[config.mk]
export PLATFORM = sky130hd
export DESIGN_NAME = core_run_monitor
export DESIGN_NICKNAME = d
export VERILOG_FILES = /design/src/rtl/core_mon_pkg.sv /design/src/rtl/core_bp_match.sv /design/src/rtl/core_run_monitor.sv
export SDC_FILE = /design/constraint.sdc
export NUM_CORES = 1
export LEC_CHECK = 0
export CAP_MARGIN = 25
export CORE_MARGIN = 2
export CORE_UTILIZATION = 36
export CTS_CLUSTER_DIAMETER = 30
export DETAILED_ROUTE_END_ITERATION = 7
export PLACE_DENSITY = 0.82
export SETUP_SLACK_MARGIN = 0.02
export SYNTH_ARGS = -nofsm -noshare
export SYNTH_HDL_FRONTEND = slang
export SYNTH_SLANG_ARGS = --single-unit
[constraint.sdc]
create_clock -name clk_i -period 3.3 [get_ports clk_i]
set_input_delay 0.495 -clock clk_i [delete_from_list [all_inputs] [get_ports clk_i]]
set_output_delay 0.495 -clock clk_i [all_outputs]
set_load 0.02 [all_outputs]
[src/rtl/core_mon_pkg.sv]
// Shared types and helpers for the core run monitor: FSM states, halt-cause bit positions
// and register-mask walking.
package core_mon_pkg;

  typedef enum logic [2:0] {
    StIdle,
    StRun,
    StDrain,
    StDump,
    StDone
  } mon_state_e;

  localparam int unsigned HC_BP    = 1;
  localparam int unsigned HC_LIMIT = 0;

  localparam int unsigned MaxMaskW = 64;

  typedef struct packed {
    logic       last;
    logic [5:0] idx;
  } mask_step_t;

  // Next set bit strictly above cur (cur = -1 gives the lowest), plus whether it is the final one.
  function automatic mask_step_t next_mask_idx(input logic [MaxMaskW-1:0] mask, input int cur,
                                               input int nregs);
    mask_step_t r;
    logic       found;
    r     = '0;
    r.last = 1'b1;
    found = 1'b0;
    for (int i = 0; i < MaxMaskW; i++) begin
      if (i < nregs && i > cur && mask[i]) begin
        if (found) begin
          r.last = 1'b0;
        end else begin
          found = 1'b1;
          r.idx = 6'(i);
        end
      end
    end
    return r;
  endfunction

  function automatic logic mask_nonempty(input logic [MaxMaskW-1:0] mask, input int nregs);
    logic any;
    any = 1'b0;
    for (int i = 0; i < MaxMaskW; i++) begin
      if (i < nregs && mask[i]) any = 1'b1;
    end
    return any;
  endfunction

endpackage

[src/rtl/core_bp_match.sv]
// Parallel PC breakpoint comparators with per-entry enable, OR-reduced to one hit.
module core_bp_match #(
  parameter int unsigned XLEN   = 32,
  parameter int unsigned NUM_BP = 2
) (
  input  logic [NUM_BP-1:0]      bp_en_i,
  input  logic [NUM_BP*XLEN-1:0] bp_addr_i,
  input  logic [XLEN-1:0]        pc_i,
  output logic                   hit_o
);

  always_comb begin
    hit_o = 1'b0;
    for (int i = 0; i < int'(NUM_BP); i++) begin
      if (bp_en_i[i] && (bp_addr_i[i*XLEN +: XLEN] == pc_i)) hit_o = 1'b1;
    end
  end

endmodule

[src/rtl/core_run_monitor.sv]
// Run control for the pipelined core: run until a cycle limit or breakpoint, drain the
// pipeline, then stream the selected register-file entries over ready/valid.
module core_run_monitor import core_mon_pkg::*; #(
  parameter int unsigned XLEN         = 32,
  parameter int unsigned NUM_REGS     = 32,
  parameter int unsigned NUM_BP       = 2,
  parameter int unsigned CYCLE_W      = 16,
  parameter int unsigned DRAIN_CYCLES = 4,
  parameter logic [31:0] DUMP_MASK    = 32'h0000_07F8,
  localparam int unsigned AW          = (NUM_REGS > 1) ? $clog2(NUM_REGS) : 1
) (
  input  logic                   clk_i,
  input  logic                   rst_ni,
  input  logic                   start_i,
  input  logic [CYCLE_W-1:0]     cycle_limit_i,
  input  logic [NUM_BP-1:0]      bp_en_i,
  input  logic [NUM_BP*XLEN-1:0] bp_addr_i,
  input  logic [XLEN-1:0]        pc_i,
  output logic                   fetch_stall_o,
  output logic [AW-1:0]          rf_raddr_o,
  input  logic [XLEN-1:0]        rf_rdata_i,
  output logic                   dump_valid_o,
  input  logic                   dump_ready_i,
  output logic [AW-1:0]          dump_idx_o,
  output logic [XLEN-1:0]        dump_data_o,
  output logic                   dump_last_o,
  output logic                   busy_o,
  output logic                   done_o,
  output logic [1:0]             halt_cause_o,
  output logic [CYCLE_W-1:0]     cycle_count_o
);

  localparam logic [MaxMaskW-1:0] MaskEff   = MaxMaskW'(DUMP_MASK);
  localparam mask_step_t          FirstStep = next_mask_idx(MaskEff, -1, int'(NUM_REGS));
  localparam logic                MaskAny   = mask_nonempty(MaskEff, int'(NUM_REGS));
  localparam int unsigned         DrainN    = (DRAIN_CYCLES == 0) ? 1 : DRAIN_CYCLES;
  localparam int unsigned         DW        = $clog2(DrainN + 1);
  localparam logic [DW-1:0]       DrainLast = DW'(DrainN - 1);

  mon_state_e         state_q, state_d;
  logic [CYCLE_W-1:0] cnt_q, cnt_d;
  logic [1:0]         hc_q, hc_d;
  logic [DW-1:0]      drain_q, drain_d;
  logic [AW-1:0]      idx_q, idx_d;
  logic               last_q, last_d;

  logic       bp_hit, limit_hit, stop, start_ok;
  mask_step_t step;

  core_bp_match #(
    .XLEN   (XLEN),
    .NUM_BP (NUM_BP)
  ) u_bp_match (
    .bp_en_i   (bp_en_i),
    .bp_addr_i (bp_addr_i),
    .pc_i      (pc_i),
    .hit_o     (bp_hit)
  );

  assign limit_hit = (cycle_limit_i != '0) && (cnt_q == cycle_limit_i - CYCLE_W'(1));
  assign stop      = (state_q == StRun) && (limit_hit || bp_hit);
  assign start_ok  = start_i && ((state_q == StIdle) || (state_q == StDone));
  assign step      = next_mask_idx(MaskEff, int'(idx_q), int'(NUM_REGS));

  always_ff @(posedge clk_i or negedge rst_ni) begin
    if (!rst_ni) state_q <= StIdle;
    else         state_q <= state_d;
  end

  always_comb begin
    state_d = state_q;
    case (state_q)
      StIdle, StDone: if (start_i) state_d = StRun;
      StRun:          if (limit_hit || bp_hit) state_d = StDrain;
      StDrain:        if (drain_q == DrainLast) state_d = MaskAny ? StDump : StDone;
      StDump:         if (dump_ready_i && last_q) state_d = StDone;
      default:        state_d = StIdle;
    endcase
  end

  always_comb begin
    cnt_d   = cnt_q;
    hc_d    = hc_q;
    drain_d = drain_q;
    idx_d   = idx_q;
    last_d  = last_q;
    if (start_ok) begin
      cnt_d = '0;
      hc_d  = '0;
    end
    if (state_q == StRun) begin
      if (cnt_q != '1) cnt_d = cnt_q + CYCLE_W'(1);
      if (stop) begin
        hc_d[HC_BP]    = bp_hit;
        hc_d[HC_LIMIT] = limit_hit;
        drain_d        = '0;
      end
    end
    if (state_q == StDrain) begin
      drain_d = drain_q + DW'(1);
      idx_d   = AW'(FirstStep.idx);
      last_d  = FirstStep.last;
    end
    // Beat advances only on a handshake so idx/data/last hold under backpressure.
    if (state_q == StDump && dump_ready_i && !last_q) begin
      idx_d  = AW'(step.idx);
      last_d = step.last;
    end
  end

  always_ff @(posedge clk_i or negedge rst_ni) begin
    if (!rst_ni) begin
      cnt_q   <= '0;
      hc_q    <= '0;
      drain_q <= '0;
      idx_q   <= '0;
      last_q  <= 1'b0;
    end else begin
      cnt_q   <= cnt_d;
      hc_q    <= hc_d;
      drain_q <= drain_d;
      idx_q   <= idx_d;
      last_q  <= last_d;
    end
  end

  always_comb begin
    fetch_stall_o = (state_q != StRun);
    rf_raddr_o    = idx_q;
    dump_idx_o    = idx_q;
    dump_data_o   = rf_rdata_i;
    dump_valid_o  = (state_q == StDump);
    dump_last_o   = (state_q == StDump) && last_q;
    busy_o        = (state_q == StRun) || (state_q == StDrain) || (state_q == StDump);
    done_o        = (state_q == StDone);
    halt_cause_o  = hc_q;
    cycle_count_o = cnt_q;
  end

endmodule

* Word level (Yosys, flattened, before mapping)
Cells that the tools add are included.
** Cells by class
- Add/subtract/negate cells :: 3
- Magnitude comparators :: 8
- Equality and inequality tests :: 14
- Multiplexer cells :: 49
- Reduce and logical (&&, ||, !) cells :: 22
** Operators by type and width (number)
- equality test 32 bit :: 2
- 2-to-1 mux 7 bit :: 7
- 2-to-1 mux 16 bit :: 3
- 2-to-1 mux 6 bit :: 6
- 2-to-1 mux 3 bit :: 8
- greater-than comparator 3 x 5 -> 1 bit (first input constant) :: 4
- 2-to-1 mux 1 bit :: 18
- adder 16 x 1 -> 16 bit (second input constant) :: 1
- equality test 16 bit :: 1
- inequality test 16 bit (second input constant) :: 1
- nonzero test 16 bit :: 1
- subtractor 16 x 1 -> 16 bit (second input constant) :: 1
- greater-than comparator 4 x 5 -> 1 bit (first input constant) :: 3
- case mux 3 bit (4 select lines) :: 1
- 2-to-1 mux 5 bit :: 2
- equality test 3 x 2 -> 1 bit (second input constant) :: 3
- logical AND 1 bit :: 9
- 2-to-1 mux 2 bit :: 4
- inequality test 2 bit (second input constant) :: 3
- nonzero test 2 bit :: 3
- greater-than comparator 2 x 5 -> 1 bit (first input constant) :: 1
- logical OR 1 bit :: 4
- AND reduction 4 bit :: 1
- adder 3 x 1 -> 3 bit (second input constant) :: 1
- other kinds (8) :: 8
** Storage, ports and cells
- Register bits :: 30
- Output and inout port bits :: 65

* Logic depth before layout (Yosys ltp)
- Word-level depth :: 17
- Depth in mapped cells :: 10
- Gate-level depth less buffers :: 9

* Hierarchy
A second synthesis with hierarchy kept.
** Second synthesis, totals
- Cells, all modules :: 379
- Area total of the unflattened synthesis :: 3169.3 µm²
** By module, submodules not included
- core_run_monitor :: times used 1, cells an instance 292, area each 2469.9 µm²
- core_bp_match :: times used 1, cells an instance 87, area each 699.4 µm²

* Worst setup path before layout
Ideal clock, no wire load.
- Path kind :: in2reg
- Start :: input port cycle_limit_i[3]
- End :: register drain_q[1]
- Setup time :: 0.141 ns
- Arrival time :: 2.722 ns
- Required time :: 3.159 ns
- Path slack :: 0.437 ns
- Cell stages on the path :: 8
- Buffers on the path :: 1
- Path through :: or4_1 -> clkbuf_2 -> or2_4 -> o41ai_2 -> o21ai_1 -> or3b_4 -> a2111oi_4 -> o32ai_1
** Between the ends
- Word-level cells in the longest chain between the ends :: 7
** Ends and longest elaborated chain
- from (decl) :: RTL line core_run_monitor.sv:15 : input logic [CYCLE_W-1:0] cycle_limit_i,
- subtractor 16 x 1 -> 16 bit :: RTL line core_run_monitor.sv:60 : assign limit_hit = (cycle_limit_i != '0) && (cnt_q == cycle_limit_i - CYCLE_W'(1));
- equality test 16 bit :: RTL line core_run_monitor.sv:60
- logical AND 1 bit * :: RTL line core_run_monitor.sv:60
- logical OR 1 bit * :: RTL line core_run_monitor.sv:61 : assign stop = (state_q == StRun) && (limit_hit || bp_hit);
- logical AND 1 bit * :: RTL line core_run_monitor.sv:61
- nonzero test 2 bit (no source line) *
- AND reduction 2 bit (no source line) *
- to (signal assigned) :: RTL line core_run_monitor.sv:121 : drain_q <= drain_d;
- to (decl) :: RTL line core_run_monitor.sv:43 : logic [DW-1:0] drain_q, drain_d;
Mark *: on every way between the ends. The rest lies on a longest branch, timed or not.
A chain may end at the register's enable or synchronous reset.

* Worst setup path in the final report
Ends and elaborated chain as after synthesis.

==> results.cfg <==
[run_status]
status = finished, final reports clean

[routing]
routedWlPerCell_um = 15.9
remaining_drc_errors = 0
wirelength_um = 9690
firstDrtPassIters = 4
via_per_inst = 5.22
dr_total_vias = 3182
drt_iter0_markers = 152
ant_nets = 0

[placement]
gp_congestion = 0.907
dp_hpwl_um = 8040
dpl-instance-area_um2 = 4570
dpl.cell_count = 602
io_buffers = 148

[finish]
multi_input_area_um2 = 2070
regArea_um2 = 726
fin_nets = 656
area_growth_pct = 49.9
final_cells = 610
n_fill_cell = 789
antenna_cells = 0
fin_area_um2 = 4690
finish.utilization_pct = 54.8
drive_gt1_share_pct = 8.76

[cts]
clkTransAtPathRegs_ps = 70
numClockSinks = 29
cts_buffer_depth = 2
htreeDepth = 2
cts-root-buf = clkbuf_8
clk_latency_ps = 280
cts_resized = 0
cts_setup_buffers = 0
cts_inserted_buffers = 5
cts_tree = done
holdBufCountCts = 0

[pwr]
p_leak_uw = 0.00180
switching_power_uw = 777
seqPwrFrac_pct = 31.7
combPwrFrac_pct = 49.3
p_total_uw = 1960
p_per_area_nw_per_um2 = 419
ir_worst_vdd_uv = 162
power_frac_clock_pct = 19.0
swShare_pct = 39.6
internal-power_uw = 1190

[global_route]
antenna_found_initial = 0
grt_pass1_wl_um = 16100
grt_overflow_total = 0
grt_max_degree = 30
grtUsageTotal_pct = 20.4
grt_pass1_vias = 3294

[yosys]
synth_edf_count = 0
synth_area_leaders = dfrtp_1 23%, xnor2_1 14%, xor2_1 11%
avgSynthCellArea_um2 = 8.39
synth_seq_cells = 29
synthTopCellsByCount = 49 x xnor2_1, 40 x xor2_1, 38 x buf_4
async_reset_ff_share_pct = 100
synth.distinct_cells = 58
seq_area_frac_synth_pct = 23.2
synth_cells = 373
synth_area_um2 = 3130
synth_top_area_cell = dfrtp_1
synth_flop_cell = dfrtp_1
synth_warnings = 0
synth_top_area_share_pct = 23.2
yosysMostFrequentCell = xnor2_1

[floorplanning]
die_x_um = 97.2
io_pins = 215
core_um2 = 8550
fp.dieH_um = 97.2
num_rows = 34
dieArea_um2 = 9450
start_util_pct = 36.6

[worst_setup_path]
worst_setup_path_end_kind = flip-flop
criticalPathCategory = input pin to flip-flop
critPathLaunchType = input pin
cp_max_fo = 5
cp.arrival_ps = 3280
required_ps = 3440
ff2ff_setup_slack_ps = 800

[sta]
fin_setup_tns_ps = 0
fmax_mhz = 319
period_needed_ps = 3130
finalHoldViolations = 0
rsz0062_at_grt = no
fin_worst_skew_ps = 8.09
drv_slew = 0
tightest_slew_ps = 586
setup_viol = 0
slew_headroom_pct = 59.9
fin_crit_sh_pct = 94.9

[run]
cap_violations = 0

[hold_path]
min_path_type = flip-flop to flip-flop
[sequential cells by signal, summed over array words and instances (netlist names)]
signal         count
drain_q            3
state_q            3
halt_cause_o       2
dump_idx_o         4
last_q             1
cycle_count_o     16
[area by class of cell]
class | instances | area share, %
Multi-Input combinational cell | 291 | 44.1
Timing Repair Buffer | 166 | 34.5
Sequential cell | 29 | 15.5
Tap cell | 108 | 2.88
Clock buffer | 5 | 1.47
Clock inverter | 3 | 0.987
Inverter | 8 | 0.641
[path summary, 6_finish.rpt]
check / startpoint / end / depth (start not counted)
setup / recovery: cycle_limit_i[3] / drain_q[1] / 8
hold / removal: halt_cause_o[1] / halt_cause_o[1] / 2
setup reg to reg: cycle_count_o[2] / drain_q[1] / 7
hold reg to reg: halt_cause_o[1] / halt_cause_o[1] / 2
max in group asynchronous: rst_ni / state_q[1] / 2
min in group asynchronous: rst_ni / dump_idx_o[1] / 2
[placed cells by master, fill, tap and decap left out, types with 3 or more instances in the layout]
cell	Yosys	final
nor4_1	12	12
nand3_1	18	18
a21oi_1	7	7
dfrtp_1	29	29
o211ai_1	3	3
ha_1	5	5
inv_1	8	8
nand2_1	31	31
nor2b_1	3	3
buf_4	38	18
xor2_1	40	40
clkdlybuf4s50_1	0	148
or2_2	4	4
nor3_1	10	10
clkbuf_8	0	5
o21ai_0	14	14
nor2_1	12	12
or3b_2	3	3
nand4_1	15	15
and2_1	6	6
mux2i_1	3	3
xnor2_1	49	49
and3_1	3	3
o31ai_1	9	9
[routing by layer]
metal  track usage, %  share of wire, %  vias to the layer above
met1             26.5                42                     1484
met4             4.27               1.0                        0
li1                 -                 -                     1546
met2             33.3                48                      138
met3             6.62               9.3                       14
met5                0                 0                        -
[power by group through the flow]
stage	Combinational (uW)	Clock, uW	Sequential, uW
floorplan	503	0	657
global placement	943	0	616
detailed placement	962	0	624
CTS	969	383	616
global route	1060	404	640
finish	968	373	623
[critical path, stage by stage]
cell,delay (ps)
clkdlybuf4s50_1,420
or4_1,610
or2_4,300
o41ai_2,330
o21ai_1,150
or3b_4,400
a2111oi_4,420
o32ai_1,140
[through the flow]
step                      worst slack (ps)  hold slack [ps]
after floorplan                        437              199
after global placement               -90.9              507
after detailed placement              -113              521
after CTS                              131              543
after global routing                  12.2              571
final                                  168              540
[cell families after synthesis]
family / Yosys count / share of synthesized area, %
xor+xnor: 90 / 25.6
buf+inv: 54 / 11.1
compound gates: 57 / 13.4
other cells: 1 / 0.120
simple gates: 134 / 23.6
flops: 29 / 23.2
mux: 3 / 0.960
fa+ha+maj: 5 / 2.00
Power figures use the tool's default switching activity.
